### config.mk
export PLATFORM = sky130hd
export DESIGN_NAME = gate_actuator
export DESIGN_NICKNAME = d
export VERILOG_FILES = /design/src/rtl/parking_pkg.sv /design/src/rtl/travel_timer.sv /design/src/rtl/gate_actuator.sv
export SDC_FILE = /design/constraint.sdc
export NUM_CORES = 1
export LEC_CHECK = 0
export ABC_AREA = 1
export BUFFER_PORTS_ARGS = -buffer_cell sky130_fd_sc_hd__buf_2
export CAP_MARGIN = 0
export CORE_MARGIN = 10
export CORE_UTILIZATION = 55
export DETAILED_ROUTE_END_ITERATION = 6
export HOLD_SLACK_MARGIN = 0.06
export PLACE_DENSITY_LB_ADDON = 0.1
export SYNTH_ARGS = -nofsm -noshare
export SYNTH_HDL_FRONTEND = slang
export SYNTH_SLANG_ARGS = --single-unit
### constraint.sdc
create_clock -name clk -period 3.25 [get_ports clk]
set_clock_uncertainty 0.1 [all_clocks]
set_input_delay 0.325 -clock clk [delete_from_list [all_inputs] [get_ports clk]]
set_output_delay 0.325 -clock clk [all_outputs]
set_load 0.02 [all_outputs]
### src/rtl/parking_pkg.sv
// Shared gate/entry definitions: actuator state encoding and
// default travel limits used by the gate actuator and entry controller.
package parking_pkg;

    localparam logic [15:0] TIMEOUT_CYC_DEF = 16'd1000;
    localparam logic [1:0]  MAX_RETRY_DEF   = 2'd3;

    typedef enum logic [2:0] {
        ST_CLOSED  = 3'd0,
        ST_OPENING = 3'd1,
        ST_OPEN    = 3'd2,
        ST_CLOSING = 3'd3,
        ST_FAULT   = 3'd4
    } gate_state_t;

    function automatic logic in_motion(input gate_state_t s);
        return (s == ST_OPENING) || (s == ST_CLOSING);
    endfunction

endpackage

### src/rtl/travel_timer.sv
// Motor-on cycle counter with synchronous clear, count enable
// and a terminal-count flag at TC-1 (last allowed motor cycle).
module travel_timer #(
    parameter logic [15:0] TC = 16'd1000
) (
    input  logic clk,
    input  logic rst,
    input  logic i_clr,
    input  logic i_en,
    output logic o_tc
);

    logic [15:0] r_cnt;

    always_ff @(posedge clk) begin
        if (rst || i_clr) begin
            r_cnt <= 16'd0;
        end else if (i_en) begin
            r_cnt <= r_cnt + 16'd1;
        end
    end

    assign o_tc = (r_cnt == (TC - 16'd1));

endmodule

### src/rtl/gate_actuator.sv
// Parking barrier actuator: open/close sequencing with limit switches,
// obstruction reversal with retry limit, travel timeout and fault lockout.
module gate_actuator
    import parking_pkg::*;
#(
    parameter logic [15:0] TIMEOUT_CYC = TIMEOUT_CYC_DEF,
    parameter logic [1:0]  MAX_RETRY   = MAX_RETRY_DEF
) (
    input  logic       clk,
    input  logic       rst,
    input  logic       open_cmd,
    input  logic       close_cmd,
    input  logic       lim_open,
    input  logic       lim_closed,
    input  logic       obstruct,
    input  logic       fault_clr,
    output logic       motor_up,
    output logic       motor_down,
    output logic       gate_open,
    output logic       gate_closed,
    output logic       busy,
    output logic       fault,
    output logic [1:0] retry_cnt
);

    gate_state_t r_state;
    gate_state_t w_next;
    logic [1:0]  r_retry;
    logic [1:0]  w_retry_nxt;
    logic        r_pending;
    logic        w_pend_nxt;
    logic        w_pend_eff;
    logic [2:0]  w_retry_inc;
    logic        w_retry_max;
    logic        w_tc;
    logic        w_tmr_clr;
    logic        w_tmr_en;

    // open_cmd cancels any close request, including one arriving this cycle
    assign w_pend_eff  = !open_cmd && (close_cmd || r_pending);
    assign w_retry_inc = {1'b0, r_retry} + 3'd1;
    assign w_retry_max = (w_retry_inc == {1'b0, MAX_RETRY});

    assign w_tmr_clr = (w_next != r_state);
    assign w_tmr_en  = in_motion(r_state);

    travel_timer #(
        .TC (TIMEOUT_CYC)
    ) u_timer (
        .clk   (clk),
        .rst   (rst),
        .i_clr (w_tmr_clr),
        .i_en  (w_tmr_en),
        .o_tc  (w_tc)
    );

    always_comb begin
        w_next      = r_state;
        w_retry_nxt = r_retry;
        w_pend_nxt  = 1'b0;
        if (r_state != ST_FAULT && lim_open && lim_closed) begin
            w_next = ST_FAULT;
        end else begin
            unique case (r_state)
                ST_CLOSED: begin
                    if (open_cmd) begin
                        w_next = ST_OPENING;
                    end else if (!lim_closed) begin
                        w_next = ST_CLOSING;
                    end
                end
                ST_OPENING: begin
                    if (lim_open) begin
                        w_next = ST_OPEN;
                    end else if (w_tc) begin
                        w_next = ST_FAULT;
                    end
                end
                ST_OPEN: begin
                    if (w_pend_eff && !obstruct) begin
                        w_next = ST_CLOSING;
                    end else begin
                        w_pend_nxt = w_pend_eff;
                    end
                end
                ST_CLOSING: begin
                    if (lim_closed) begin
                        w_next      = ST_CLOSED;
                        w_retry_nxt = 2'd0;
                    end else if (w_tc) begin
                        w_next = ST_FAULT;
                    end else if (open_cmd) begin
                        w_next = ST_OPENING;
                    end else if (obstruct) begin
                        if (w_retry_max) begin
                            w_next = ST_FAULT;
                        end else begin
                            w_next      = ST_OPENING;
                            w_retry_nxt = w_retry_inc[1:0];
                        end
                    end
                end
                ST_FAULT: begin
                    if (fault_clr) begin
                        w_next      = ST_CLOSING;
                        w_retry_nxt = 2'd0;
                    end
                end
                default: begin
                    w_next = ST_FAULT;
                end
            endcase
        end
    end

    always_ff @(posedge clk) begin
        if (rst) begin
            r_state   <= ST_CLOSED;
            r_retry   <= 2'd0;
            r_pending <= 1'b0;
        end else begin
            r_state   <= w_next;
            r_retry   <= w_retry_nxt;
            r_pending <= w_pend_nxt;
        end
    end

    assign motor_up    = (r_state == ST_OPENING);
    assign motor_down  = (r_state == ST_CLOSING);
    assign gate_open   = (r_state == ST_OPEN);
    assign gate_closed = (r_state == ST_CLOSED);
    assign busy        = in_motion(r_state);
    assign fault       = (r_state == ST_FAULT);
    assign retry_cnt   = r_retry;

endmodule

==> summary.md <==
| Metric | Value |
|---|---|
| Status | finished, final reports clean |
| Row Count | 17 |
| Crit path required time | between 3 and 4 ns |
| Distinct cell type count after synthesis | 24 |
| Post-Synth Adder-Cell Area | 0.0186 |
| Multi-input logic area | just under 800 sq um |
| RSZ-0062 raised after global routing | false |
| Kind of critical path | reg2reg |
| Measured slew at the worst slew-check pin | 0.326 ns |
| Power per cell area | between 400 and 500 nW/um^2 |
| Crit end category | register |
| Setup ws final | 1.19 ns |
| Post-cts gate resize count | 0 |
| Peak supply drop | approximately 0.00036 V |
| Dpl hpwl | 2200 um |
| Synth top area cells | dfxtp_1 33%, nand2_1 12%, nor2_1 9.2%, inv_1 7.5%, xor2_1 5.9% |
| Final core utilization | 0.656 |
| GRT Total Usage | 0.119 |
| Tcrit/Tclk final | 0.633 |
| Reg clk slew, reported paths | 0.13 ns |
| Clock Latency Late Sink | 0.31 ns |
| Root Driver | clkbuf_4 |
| Crit path DAT | between 2 and 2.5 ns |
| # nets final | 225 |
| Leading area contributor after synthesis | dfxtp_1 |
| CTS Buf Count | 3 |
| Num ports | 16 |
| Mapped cell area | 1340 sq um |
| Max clock buf depth | 2 |
| Initial Util | 0.590 |
| Mux contribution to synthesized area | 0.00746 |
| Critical path's most frequent cell | nand2_1 |
| Final Instance Area | about 1500 sq um |
| Max-slew headroom | 0.783 |
| Gp weighted congestion | just under 0.9 |
| Wirelength per Cell | around 12 um |
| Postcts setup bufs | 0 |
| F_max | between 400 and 500 MHz |
| Total core area | between 2000 and 2500 sq um |
| Layout filler cell count | a little over 200 |
| Global route overflow | 0 |
| Post-Route WL | roughly 3000 um |
| Final Critical Period | slightly above 2 ns |
| First-pass GRT wire length | between 5000 and 6000 um |
| Die Span Y | ~69 um |
| Sink Count | 22 |
| Synth Area in Compound Gates | 0.0447 |
| Residual DRC count | 0 |
| Largest net degree at the start of global routing | 17 |
| Slew Viols, Final | 0 |
| Worst Hold Class | in2reg |
| Post-Syn Nets | 206 |
| Area growth from synthesis to layout | 11.3% |
| Critical path, cell by cell | nor2_1, nand3_2, nand2_1, inv_1, nor2_1, nand2_1, nand2_1, nand2_2, nor2_4, nand4_4, nor2_2 |
| Pre-CTS setup slack | between 1 and 1.5 ns |
| Via Count | 1260 |
| Max H-tree Level | 1 |
| Synth Instances | between 150 and 200 |
| YS warnings | 0 |
| Post-synthesis sequential area ratio | 0.328 |
| XOR/XNOR share of the synthesized area | 0.0979 |
| Die area | just under 5000 sq um |
| Yosys reg bits | 22 |
| Min Hold Slack | approximately 0.097 ns |
| Simple-Gate Fraction of Synth Area | 0.411 |
| Tot Pwr | 0.652 mW |
| CP peak stage delay | 0.39 ns |
| Share of post-route cells with drive strength above 1 | 0.196 |
| # diodes | 0 |
| Reg area | approximately 440 sq um |
| Max_cap viols | 0 |
| Vias in the first global route | ~1200 |
| Width of the die | ~69 um |
| # setup viols final | 0 |
| Setup Total Neg Slack | 0 ns |
| Top-area cell type share of the netlist area | 0.328 |
| DRT Pass-1 Iters | 5 |
| Initial antenna violation count | 0 |
| Dpl cell area | 1440 sq um |
| Placed cell count | between 200 and 250 |
| Via-per-instance ratio | about 5.2 |
| Hold_buf cts | 0 |
| ANT nets after route | 0 |
| Largest family of logic cells by synthesized area | simple AND/OR/NAND/NOR gates |
| Initial drt markers | 114 |
| Fin cells | 242 |
| Avg Inst Size Synth | 6.85 sq um |
| IO Port Bufs | 15 |
| CP max FO | 16 |
| Leakage | 0.710 nW |
| Final hold violations | 0 |
| Slowest cell on the critical path | dfxtp_1 |
| Worst setup SP type | register |
| TritonCTS clock tree | done |
==> kinds of logic (layout without fill, tap and decap cells) <==
family | Yosys count | count (layout)
fa+ha+maj | 2 | 2
xor+xnor | 15 | 15
compound gates | 11 | 11
flops | 22 | 22
buf+inv | 31 | 49
simple gates | 114 | 114
mux | 1 | 1
==> state kept, by name, summed over array words and instances (netlist names) <==
signal and count:
u_timer.r_cnt 16, retry_cnt 2, r_state 3, r_pending 1
==> per-layer routing <==
metal / wire, um / GRT usage / part of all wire / up-vias
met4: 46 / 0.0576 / 0.015 / 0
met1: 1350 / 0.152 / 0.46 / 551
met5: 0 / 0 / 0 / -
met3: 237 / 0.0214 / 0.080 / 8
met2: 1330 / 0.186 / 0.45 / 61
li1: - / - / - / 640
==> cells in the final DEF (no fill, tap or decap), drive strengths merged <==
cell | Yosys | final
inv | 30 | 30
xor2 | 9 | 9
nor2 | 47 | 47
mux2i | 1 | 1
nand4 | 5 | 5
ha | 2 | 2
buf | 1 | 15
a21oi | 6 | 6
a21boi | 1 | 1
nand3 | 14 | 14
nand2 | 46 | 46
dfxtp | 22 | 22
nor3 | 2 | 2
xnor2 | 6 | 6
o21ai | 3 | 3
clkbuf | 0 | 3
bufinv | 0 | 1
o31ai | 1 | 1
==> cells in the mapped netlist <==
| master | number |
|---|---|
| nand2_1 | 44 |
| nor2_1 | 33 |
| inv_1 | 27 |
| dfxtp_1 | 22 |
| nand3_1 | 12 |
| nor2_2 | 11 |
| xor2_1 | 9 |
| a21oi_1 | 6 |
| xnor2_1 | 6 |
| nand4_1 | 4 |
| inv_2 | 3 |
| nor2_4 | 3 |
| ha_1 | 2 |
| nand2_2 | 2 |
| nand3_2 | 2 |
| o21ai_0 | 2 |
| a21boi_1 | 1 |
| buf_6 | 1 |
| mux2i_1 | 1 |
| nand4_4 | 1 |
| nor3_1 | 1 |
| nor3_4 | 1 |
| o21ai_1 | 1 |
| o31ai_1 | 1 |
==> critical path: cells and delay by family, from the launching register on <==
kind	cells	cell delay, ns
buffers and inverters	1	0.05
flip-flops	1	0.39
AND/OR/NAND/NOR	10	1.48
==> report_power, final <==
part	internal, mW	switching (mW)
registers	0.278	0.00982
logic	0.0455	0.104
clock network	0.125	0.0897
==> worst paths after layout <==
check / slack, ns / startpoint / cells past startpoint / to
min: 0.1 / rst / 2 / r_state[2]
max: 1.19 / r_state[1] / 11 / u_timer.r_cnt[7]
max reg2reg: 1.19 / r_state[1] / 11 / u_timer.r_cnt[7]
min reg2reg: 0.43 / retry_cnt[1] / 2 / retry_cnt[1]
==> cell type report <==
type,instances,area share
multi-input combinational,143,0.521
sequential,22,0.295
inverter,30,0.0754
timing repair buffer,15,0.0503
tap,28,0.0235
clock inverter,1,0.0201
clock buffer,3,0.0151
Note: power is estimated with default switching activity, not from simulation.
